File: src/rtl/store_narrow_buffer.sv
// store_narrow_buffer
// Narrows a 32-bit register value to a byte/half/word store: builds lane-replicated
// write data and byte enables, flags discarded significant bits, and queues the
// formatted request in a small FIFO between the MEM stage and data memory.
// Misaligned or reserved-size requests are consumed and reported, never enqueued.

module store_narrow_buffer #(
    parameter int DEPTH = 4,
    parameter int CNT_W = 3
) (
    input  logic             Clk,
    input  logic             Rst_n,
    input  logic             in_valid,
    output logic             in_ready,
    input  logic [31:0]      in_addr,
    input  logic [31:0]      in_data,
    input  logic [1:0]       in_size,
    input  logic             in_signed,
    output logic             out_valid,
    input  logic             out_ready,
    output logic [31:0]      out_addr,
    output logic [31:0]      out_wdata,
    output logic [3:0]       out_be,
    output logic             out_trunc,
    output logic             misalign_err,
    output logic [CNT_W-1:0] o_count
);

    localparam int PTR_W = (DEPTH > 1) ? $clog2(DEPTH) : 1;

    localparam logic [1:0] SIZE_BYTE = 2'b00;
    localparam logic [1:0] SIZE_HALF = 2'b01;
    localparam logic [1:0] SIZE_WORD = 2'b10;

    typedef struct packed {
        logic [31:0] addr;
        logic [31:0] wdata;
        logic [3:0]  be;
        logic        trunc;
    } entry_t;

    // Replicate the narrowed value into every lane it could land in.
    function automatic logic [31:0] fmt_wdata(input logic [1:0] size, input logic [31:0] d);
        logic [31:0] w;
        case (size)
            SIZE_BYTE: w = {4{d[7:0]}};
            SIZE_HALF: w = {2{d[15:0]}};
            SIZE_WORD: w = d;
            default:   w = 32'h0000_0000;
        endcase
        return w;
    endfunction

    // Byte enables, bit0 = lowest byte address of the word.
    function automatic logic [3:0] fmt_be(input logic [1:0] size, input logic [1:0] b);
        logic [3:0] be;
        case (size)
            SIZE_BYTE: be = 4'b0001 << b;
            SIZE_HALF: be = b[1] ? 4'b1100 : 4'b0011;
            SIZE_WORD: be = 4'b1111;
            default:   be = 4'b0000;
        endcase
        return be;
    endfunction

    // True when the upper bits dropped by narrowing are not a pure extension.
    function automatic logic fmt_trunc(input logic [1:0] size, input logic [31:0] d,
                                       input logic sgn);
        logic t;
        case (size)
            SIZE_BYTE: t = sgn ? (d[31:8]  != {24{d[7]}})  : (d[31:8]  != 24'h00_0000);
            SIZE_HALF: t = sgn ? (d[31:16] != {16{d[15]}}) : (d[31:16] != 16'h0000);
            default:   t = 1'b0;
        endcase
        return t;
    endfunction

    // Requests the memory cannot perform as a single aligned write.
    function automatic logic is_reject(input logic [1:0] size, input logic [1:0] b);
        logic r;
        case (size)
            SIZE_BYTE: r = 1'b0;
            SIZE_HALF: r = b[0];
            SIZE_WORD: r = (b != 2'b00);
            default:   r = 1'b1;
        endcase
        return r;
    endfunction

    entry_t             mem_r [DEPTH];
    logic [PTR_W-1:0]   wr_ptr_r;
    logic [PTR_W-1:0]   rd_ptr_r;
    logic [CNT_W-1:0]   count_r;
    logic               misalign_r;

    entry_t             req_entry_s;
    entry_t             head_s;
    logic               reject_s;
    logic               accept_s;
    logic               push_s;
    logic               pop_s;
    logic               full_s;
    logic               empty_s;

    // Format the incoming request and derive the handshake qualifiers.
    always_comb begin
        req_entry_s       = '0;
        req_entry_s.addr  = {in_addr[31:2], 2'b00};
        req_entry_s.wdata = fmt_wdata(in_size, in_data);
        req_entry_s.be    = fmt_be(in_size, in_addr[1:0]);
        req_entry_s.trunc = fmt_trunc(in_size, in_data, in_signed);
        reject_s          = is_reject(in_size, in_addr[1:0]);
        full_s            = (count_r == CNT_W'(DEPTH));
        empty_s           = (count_r == {CNT_W{1'b0}});
        accept_s          = in_valid && !full_s;
        push_s            = accept_s && !reject_s;
        pop_s             = !empty_s && out_ready;
    end

    // Present the head entry, forcing zeros while the queue is empty.
    always_comb begin
        head_s = '0;
        if (!empty_s) begin
            head_s = mem_r[rd_ptr_r];
        end else begin
            head_s = '0;
        end
    end

    // Entry storage; contents are only visible through a valid head, so no reset needed.
    always_ff @(posedge Clk) begin
        if (push_s) begin
            mem_r[wr_ptr_r] <= req_entry_s;
        end
    end

    // Pointers, occupancy and the one-cycle reject pulse.
    always_ff @(posedge Clk or negedge Rst_n) begin
        if (!Rst_n) begin
            wr_ptr_r   <= {PTR_W{1'b0}};
            rd_ptr_r   <= {PTR_W{1'b0}};
            count_r    <= {CNT_W{1'b0}};
            misalign_r <= 1'b0;
        end else begin
            misalign_r <= accept_s && reject_s;
            if (push_s) begin
                wr_ptr_r <= wr_ptr_r + PTR_W'(1);
            end
            if (pop_s) begin
                rd_ptr_r <= rd_ptr_r + PTR_W'(1);
            end
            if (push_s && !pop_s) begin
                count_r <= count_r + CNT_W'(1);
            end else if (pop_s && !push_s) begin
                count_r <= count_r - CNT_W'(1);
            end
        end
    end

    assign in_ready     = !full_s;
    assign out_valid    = !empty_s;
    assign out_addr     = head_s.addr;
    assign out_wdata    = head_s.wdata;
    assign out_be       = head_s.be;
    assign out_trunc    = head_s.trunc;
    assign misalign_err = misalign_r;
    assign o_count      = count_r;

endmodule

File: config.mk
export PLATFORM = sky130hd
export DESIGN_NAME = store_narrow_buffer
export DESIGN_NICKNAME = d
export VERILOG_FILES = /design/src/rtl/store_narrow_buffer.sv
export SDC_FILE = /design/constraint.sdc
export NUM_CORES = 1
export LEC_CHECK = 0
export CORE_UTILIZATION = 45
export CTS_CLUSTER_SIZE = 28
export DETAILED_ROUTE_END_ITERATION = 10
export PLACE_DENSITY = 0.67
export SKIP_CTS_REPAIR_TIMING = 1
export SLEW_MARGIN = 40
export SYNTH_ARGS = -nofsm -noshare
export SYNTH_HDL_FRONTEND = slang
export SYNTH_SLANG_ARGS = --single-unit
File: constraint.sdc
create_clock -name Clk -period 3.4 [get_ports Clk]
set_input_delay 0.34 -clock Clk [delete_from_list [all_inputs] [get_ports Clk]]
set_output_delay 0.34 -clock Clk [all_outputs]
set_load 0.1 [all_outputs]
-- Word-level counts from Yosys, hierarchy flattened
Memories as Yosys holds them, arrays and structs flattened.
Index checks and enable logic that the tools add are counted.
- register bits: 8
- bits in latches: 0
- memory bits (writable): 268
- memory bits (read-only): 0
- output and inout port bits: 75
- memories: 1
- memories (name ; words ; bits a word ; read ports ; clocked after Yosys merged registers in ; write ports ; RTL line ; source):
    mem_r ; 4 ; 67 ; 1 ; 0 ; 1 ; 90 ; entry_t mem_r [DEPTH];
- $add $sub $neg: 4
- $mul: 0
- divide/modulo/power cells: 0
- magnitude comparators: 0
- equal/unequal tests: 5
- shift-type cells: 1
- muxes and demuxes: 12
- bitwise operators: 0
- reductions and logical operators: 17
- operators with widths (operator ; number):
    $pmux W32 S3 ; 1
    $mux W69 ; 1
    $ne A24 B24 Y1 ; 1
    $reduce_bool A24 Y1 ; 1
    $ne A16 B16 Y1 ; 1
    $reduce_bool A16 Y1 ; 1
    $pmux W4 S3 ; 1
    $logic_and A1 B1 Y1 ; 6
    $mux W3 ; 2
    $logic_not A1 Y1 ; 5
    $add A2 B1 Y2 const B ; 2
    $mux W1 ; 4
    $mux W4 ; 1
    $reduce_bool A2 Y1 ; 2
    $shl A1 B2 Y4 const A ; 1
    $add A3 B1 Y3 const B ; 1
    $eq A3 B3 Y1 const B ; 1
    $logic_not A3 Y1 ; 1
    $pmux W1 S3 ; 1
    $sub A3 B1 Y3 const B ; 1
    $eq A2 B1 Y1 const B ; 1
    $eq A2 B2 Y1 const B ; 1
    $logic_not A2 Y1 ; 1
    $pmux W1 S2 ; 1

-- Depth between registers and ports, before layout
Gate-level depths: netlist of run 1.
- depth after elaboration: 8
- depth in mapped cells: 10
- mapped depth without buffers: 9

-- Worst setup path before layout of run 1
Ideal clock, no wire load.
- kind: register to register
- start point: register count_r[0], in the netlist o_count[0]
- end point: memory mem_r[0][0] (netlist bit) (enable)
- library setup time: 0.432 ns
- arrival: 3.875 ns
- required time: 2.968 ns
- slack: -0.908 ns
- stages on the path, launching flop included: 5
- path buffers: 0
- clock period less this slack: 4.308 ns
- path through: dfrtp_1 -> or3b_1 -> nand2_1 -> nor2_2 -> and2_1
- longest elaborated chain between the ends: 6
- ends and longest elaborated chain (element ; RTL line ; source):
    start: declaration ; 93 ; logic [CNT_W-1:0] count_r;
    start signal: assignment ; 142 ; count_r <= {CNT_W{1'b0}};
    start signal: assignment ; 153 ; count_r <= count_r + CNT_W'(1);
    start signal: assignment ; 155 ; count_r <= count_r - CNT_W'(1);
    $eq A3 B3 Y1 ; 113 ; full_s = (count_r == CNT_W'(DEPTH));
    $logic_not A1 Y1 ; n/a ;
    net in_ready ; 14 ; output logic in_ready,
    $logic_and A1 B1 Y1 ; 115 ; accept_s = in_valid && !full_s;
    $logic_and A1 B1 Y1 ; 116 ; push_s = accept_s && !reject_s;
    net push_s ; 100 ; logic push_s;
    $mux W1 ; 132 ; if (push_s) begin
    $mux W1 (not written as such) ; 133 ; mem_r[wr_ptr_r] <= req_entry_s;
    end: declaration ; 90 ;
The timed path passes the listed nets, and every way through them passes these cells.

-- Final worst setup path of run 1
- start point: register rd_ptr_r[0]
- end point: output out_addr[13]
- longest elaborated chain between the ends: 2
- ends and longest elaborated chain (element ; RTL line ; source):
    start: declaration ; 92 ; logic [PTR_W-1:0] rd_ptr_r;
    start signal: assignment ; 141 ; rd_ptr_r <= {PTR_W{1'b0}};
    start signal: assignment ; 150 ; rd_ptr_r <= rd_ptr_r + PTR_W'(1);
    $mem_v2 Z4 W67 ; n/a ;
    $mux W69 ; 123 ; if (!empty_s) begin
    end: declaration ; 21 ; output logic [31:0] out_addr,
Every way passes these cells.

==> results of run 1 <==
[kinds of logic (layout without fill, tap and decap cells)]
| kind of cell | after synthesis | after routing | synth area share |
|---|---|---|---|
| AOI/OAI and AO/OA | 43 | 43 | 0.02343 |
| xor gates and xnor gates | 6 | 6 | 0.004686 |
| muxes | 79 | 79 | 0.1455 |
| buffers and inverters | 48 | 223 | 0.02187 |
| other | 1 | 2 | 0.0003344 |
| and+or+nand+nor | 119 | 119 | 0.06137 |
| DFF | 276 | 276 | 0.7355 |
| adders and majority gates | 6 | 6 | 0.007364 |
[final cells by class]
| class | count | area (um2) |
|---|---|---|
| multi-input cells | 255 | 2736 |
| fillers | 1845 | 10490 |
| flip-flops and latches | 276 | 8253 |
| repair buffers | 163 | 1486 |
| well taps | 324 | 405.4 |
| clock inverters | 20 | 300.3 |
| inverters | 12 | 45.04 |
| clock buffers | 28 | 679.4 |
[cells in the mapped netlist (2+ instances only)]
cell,instances,area [um2]
edfxtp_1,268,8048
and2_1,71,444.2
mux4_2,67,1509
clkbuf_1,18,67.56
a21o_1,14,105.1
a21oi_1,13,65.06
nand2_1,13,48.80
inv_1,12,45.04
o21ai_0,12,60.06
buf_2,11,55.05
nor2_1,11,41.29
mux2i_1,10,100.1
dfrtp_1,8,200.2
nor4_1,7,43.79
ha_1,5,62.56
nand4_1,5,31.28
xnor2_1,4,35.03
buf_4,3,22.52
and4_1,2,17.52
buf_12,2,40.04
nor2b_1,2,12.51
nor3_1,2,10.01
xor2_1,2,17.52
[routing by layer]
| layer | GRT usage | up-vias | wire length [um] |
|---|---|---|---|
| met4 | 0.04545 | 0 | 437 |
| li1 | - | 2607 | - |
| met3 | 0.02727 | 38 | 1218 |
| met1 | 0.2552 | 2993 | 10130 |
| met5 | 0 | - | 0 |
| met2 | 0.2993 | 227 | 11060 |
[state kept, by name (all words and copies together), names as in the netlist]
signal and cells:
rd_ptr_r 2, misalign_err 1, mem_r 268, wr_ptr_r 2, o_count 3
[path summary, 6_finish.rpt]
path / start / endpoint / slack, ns / depth (start not counted)
min in group Clk: out_ready / rd_ptr_r[1] / 0.44 / 3
max in group asynchronous: Rst_n / rd_ptr_r[0] / 2.99 / 1
min: Rst_n / o_count[2] / 0.10 / 1
max reg2reg: o_count[1] / o_count[1] / 1.16 / 7
min reg2reg: o_count[2] / o_count[2] / 0.51 / 1
max: rd_ptr_r[0] / out_addr[13] / 0.47 / 4
[through the flow]
stage	worst slack [ns]	area [um2]	cells	setup TNS (ns)	hold slack, ns
3_3_place_gp	0.6300	12950	1030	0	0.5059
4_1_cts	0.3941	13910	1078	0	0.09194
2_1_floorplan	-0.1803	11220	579	-48.32	0.04441
6_report	0.4733	13910	1078	0	0.1023
5_1_grt	0.2987	13910	1078	0	0.1230
3_5_place_dp	0.5791	12930	1030	0	0.5029
==> run metrics, run 1 <==
ANT cells 0; largest net degree at the start of global routing 70; sequential fraction of the synthesis area 0.7355; DR pass1 iterations 5; crit share post-route 0.8608; Finish-stage setup viols 0; GP Congestion 0.9436; total die area 25560 um2; worst slew pin tran 0.8155 ns; core box area 24390 um2; GRT Util Overall 0.1814; CP arrival 2.59 ns; Fin Clk Skew 0.006752 ns; Top Ports 146; outcome complete, no violations; Layout area overhead 24.00%; Die Ht 159.9 um; Rel. slew slack 0.4506; DR vias 5865; Max Slew Vio Count 0; layout cell share with drive strength beyond 1 0.2798; most common cell after layout, fill and taps aside edfxtp_1; TritonCTS Buffers 26; Starting DRT DRC Count 463; hold crit path type input pin to asynchronous set/reset pin; total congestion overflow 0; worst skew pair latency 0.52 ns; warnings from Yosys 0; Yosys reg bits 276; Setup crit start kind register; DRC 0; Post-DRT Antenna Nets 0; vias in the first global route 6041; initial antenna violation count 0; Max-Cap Viols 0; H-tree levels 1; Hold Fails Final Rpt 0; Worst EP required 3.06 ns; Starting Density 0.4598; root cell of the clock tree clkbuf_16; Post-Route Utilization 0.5701; kind of critical path register to output pin; die width 159.9 um; Netlist Area Pre-Place 11210 um2; Primary FF master, synth edfxtp_1; DR WL/cell 21.19 um; Post-synth ARST share 0.02899; Via density 5.441; crit-path most repeated cell buf_4; Clock Path Buffers 3; Max Clk Rate 341.7 MHz; clk sink count 276; CP max stage delay 0.70 ns; slowest CP cell dfrtp_4; detailed placement HPWL 14850 um; row count 57; Mean Syn Cell Area 19.40 um2; Post-synth EDFFs 268; CP max FO 21; Buf+Inv Stages, Crit Path 2; clk slew on worst S/H paths 0.07 ns; first-pass GRT wire length 35090 um; CTS tree done; CP cell instances buf_4, mux4_2, and2_1, buf_4; unrepaired setup endpoints after global routing false; Post-Synthesis Cells 578; I/O Buffers 143; Routed WL 22850 um; most frequent cells in the layout edfxtp_1, buf_4, clkdlybuf4s50_1; Nets 811; Tmin final 2.927 ns; Synth cell types 39; Crit. End Element output pin; delay-heaviest family, CP flip-flops
Power of run 1 is left out: the tool's default activity adds up to more than one toggle a clock period on the data nets, which glitch-free logic cannot reach.
==> inputs of run 2 (changes only) <==
--- a/config.mk
+++ b/config.mk
@@ -5,6 +5,7 @@
 export SDC_FILE = /design/constraint.sdc
 export NUM_CORES = 1
 export LEC_CHECK = 0
+export CORE_MARGIN = 10
 export CORE_UTILIZATION = 45
 export CTS_CLUSTER_SIZE = 28
 export DETAILED_ROUTE_END_ITERATION = 10
==> run 2 against run 1 <==
Compared with the run above:
- die area grew 24%
- clock skew increased by 0.0047 ns
- critical path depth unchanged
- design area shrank 1.0%
- count of clock-buffer cells in the layout rose by 6
- core utilization shrank 0.59 points
- global-route usage decreased by 3.0 points
- highest routed layer unchanged
==> run metrics, run 2 (synthesized netlist as in run 1, its figures left out) <==
busiest grt layer met2; Worst EP required 3.06 ns; total die area 31640 um2; Max-Cap Viols 0; I/O Buffers 143; initial antenna violation count 0; worst skew pair latency 0.53 ns; kind of critical path register to output pin; Nets 807; row count 57; total negative slack 0 ns; H-tree levels 1; outcome complete, no violations; Largest Register mem_r; Clock Path Buffers 3; DR vias 5832; most common cell after layout, fill and taps aside edfxtp_1; Rel. slew slack 0.4621; worst slew pin tran 0.8069 ns; hold crit path type input pin to asynchronous set/reset pin; vias in the first global route 6409; Top Ports 146; CP max FO 30; ANT cells 0; die width 177.9 um; most frequent cells in the layout edfxtp_1, buf_4, clkdlybuf4s50_1; CP arrival 2.51 ns; M2 GR Usage 0.2537; Hold Fails Final Rpt 0; max FFs per register 268; Finish-stage setup viols 0; first-pass GRT wire length 37150 um; root cell of the clock tree clkbuf_16; clk slew on worst S/H paths 0.06 ns; Post-DRT Antenna Nets 0; GR Util met3 0.03719; Die Ht 177.9 um; core box area 24390 um2; CTS tree done; met1 Use GR 0.1942; Via density 5.425; DRC 0; Max Slew Vio Count 0; Max Clk Rate 351.0 MHz; Crit. End Element output pin; Starting DRT DRC Count 521; TritonCTS Buffers 28; Layout area overhead 22.72%; GP Congestion 0.9691; layout cell share with drive strength beyond 1 0.2703; DR pass1 iterations 5; crit share post-route 0.8379; GRT Util Overall 0.1511; Routed WL 23890 um; total congestion overflow 0; Starting Density 0.4598; detailed placement HPWL 15070 um; DR WL/cell 22.22 um; clk sink count 276; largest net degree at the start of global routing 70; unrepaired setup endpoints after global routing false; Fin Clk Skew 0.01145 ns; Tmin final 2.849 ns; Setup crit start kind register
==> run 2: cell types whose count changed in the layout (fill, tap and decap cells not counted) <==
cell,before,now
buf_12,8,6
buf_4,80,76
bufinv_16,8,3
clkbuf_1,1,5
clkbuf_16,27,29
clkinv_1,5,6
clkinv_2,5,6
clkinv_4,1,0
inv_8,0,1
==> run 2: metal layers <==
metal  up-vias  wire length [um]
met4         0               453
met3        35              1724
met1      2995             10050
met2       207             11650
li1       2595                 -
met5         -                 0
==> run 2: cell type report <==
class | count | area (um2)
fill | 1875 | 10630
sequential | 276 | 8253
multi-input combinational | 255 | 2736
timing repair buffer | 157 | 1416
clock buffer | 34 | 744.5
tap | 324 | 405.4
clock inverter | 17 | 161.4
inverter | 12 | 45.04
==> run 2: worst paths after layout <==
kind	startpoint	depth (start not counted)	to	slack, ns
setup / recovery	rd_ptr_r[1]	4	out_addr[31]	0.55
hold / removal	Rst_n	1	o_count[1]	0.10
setup reg to reg	o_count[0]	9	o_count[2]	1.12
hold reg to reg	o_count[2]	1	o_count[2]	0.51
max in group asynchronous	Rst_n	1	rd_ptr_r[0]	2.98
min in group Clk	out_ready	3	rd_ptr_r[1]	0.42
==> run 2: critical path: stages (launching register included) <==
cell	delay [ns]
dfrtp_2	0.89
buf_12	0.30
mux4_2	0.32
and2_1	0.20
buf_4	0.24
==> run 2: through the flow <==
step                      cell area [um2]  hold slack [ns]  cells  setup slack (ns)    util
after detailed placement            12860           0.5039   1024            0.4992  0.5271
after global routing                13760           0.1268   1075            0.3841  0.5642
after global placement              12880           0.4881   1024            0.5949  0.5281
final                               13760           0.1002   1075            0.5510  0.5642
after floorplan                     11220          0.04441    579           -0.1803       -
after CTS                           13760          0.09940   1075            0.4756  0.5642
Power of run 2 is left out for the same reason.
==> edit, RTL diff (config.mk and constraints of run 2) <==
Put one more register stage on the output `misalign_err`, without a reset. The value now appears one clock later. The other outputs are not delayed to match.
--- a/src/rtl/store_narrow_buffer.sv
+++ b/src/rtl/store_narrow_buffer.sv
@@ -165,3 +165,5 @@
     assign out_trunc    = head_s.trunc;
-    assign misalign_err = misalign_r;
+    always_ff @(posedge Clk) begin
+        misalign_err <= misalign_r;
+    end
     assign o_count      = count_r;
Function: changed (a bounded check fails within 4 cycles, from zero or initial values and one cycle with Rst_n low).
==> edit against run 2 <==
Synthesized cell count increased by 0.17%; maximum frequency decreased by 1.4%; critical endpoint is now out_addr[15]; worst setup slack got worse by 0.042 ns; routed wire length about the same; global-route usage decreased by 0.32 points; utilization increased by 0.23 points; synthesized area increased by 0.18%; clock skew decreased by 0.0032 ns; final cell count increased by 0.56%; design area increased by 0.71%; sequential cell count increased by 1.
Power is not shown: default switching activity piles up to over one toggle a cycle in this logic, so the estimate is an artifact.
==> edit: results (changes against run 2) <==
synth unique cells 40 (+2.6%); syn_area_per_cell 19.40 µm² (about the same); buffer share of cell area 10.56% (+0.27 points); GPL Wtd Cong 0.9152 (-5.6%); Non-CTS buffers 160 (+1.9%); sequential cell area share 59.69% (-0.28 points); CTS sink cnt 277 (+0.36%); initial antenna violation count 0 (unchanged); First DRT Iteration DRCs 402 (-23%); post-layout util 56.66% (+0.23 points); Total Routing Usage GR 14.80% (-0.32 points); CP max-delay cell dfrtp_4; mux share of post-synthesis cell area 14.52% (-0.026 points); xor/xnor share of the synthesized area 0.4678% (-0.00084 points); Clock Buffer Count 40 (+18%); share of cells above drive strength 1 27.34% (+0.31 points); Compound-Gate Fraction of Synth Area 2.339% (-0.0042 points); status completed; sequential-to-total area share from yosys stat 73.59% (about the same); n_diodes 0 (unchanged); vias after detailed routing 5,849 (+0.29%); max incr delay on CP 0.72 ns (-0.17 ns); DP Worst Slack 0.4855 ns (-0.01374 ns); nets@finish 812 (+0.62%); core area 24,460 µm² (+0.29%); fill count 1,874 (-0.053%); drt first pass iters 4 (-1); Clock buffers and inverters, area share 6.753% (+0.17 points); Worst-Margin Slew 0.6924 ns (-0.1144 ns); Adder-Cell Fraction of Synth Area 0.7350% (-0.0013 points); placed cell areas 12,920 µm² (+0.53%); crit path DAT 2.55 ns (+0.04 ns); vias in the first global route 6,262 (-2.3%); drt wl/cell 22.10 µm (-0.52%); DR vias/cell 5.411 (-0.27%); Root Buffer clkbuf_16; Worst Path Max Fanout 27 (-10%); first-pass GRT wire length 36,360 µm (-2.1%); synth top area cells edfxtp_1 72%, mux4_2 13%, and2_1 4.0%; Fin Clk Skew 0.008197 ns (-0.003249 ns); ys async rst share 2.888% (-0.010 points); Multi-input gate area 2736 µm² (unchanged); clock buffer count from CTS 29 (+3.6%); Placed Cells 1,028 (+0.39%); dpl hpwl 15,860 µm (+5.3%)
-- edit: worst paths after layout --
| kind | start | to | slack, ns | cells past startpoint |
|---|---|---|---|---|
| worst max register to register | o_count[0] | o_count[2] | 1.14 | 9 |
| max in group asynchronous | Rst_n | rd_ptr_r[0] | 2.98 | 1 |
| worst min-delay path | Rst_n | wr_ptr_r[1] | 0.1 | 1 |
| min in group Clk | misalign_r | misalign_err | 0.35 | 0 |
| worst min register to register | misalign_r | misalign_err | 0.35 | 0 |
| worst max-delay path | rd_ptr_r[0] | out_addr[15] | 0.51 | 4 |
-- edit: routing by layer --
| layer | vias to the layer above | track usage, % | share of wire (%) |
|---|---|---|---|
| li1 | 2611 | - | - |
| met1 | 2988 | 19.87 | 43 |
| met2 | 212 | 23.96 | 47 |
| met3 | 38 | 3.510 | 7.4 |
| met4 | 0 | 3.612 | 2.1 |
| met5 | - | 0 | 0 |
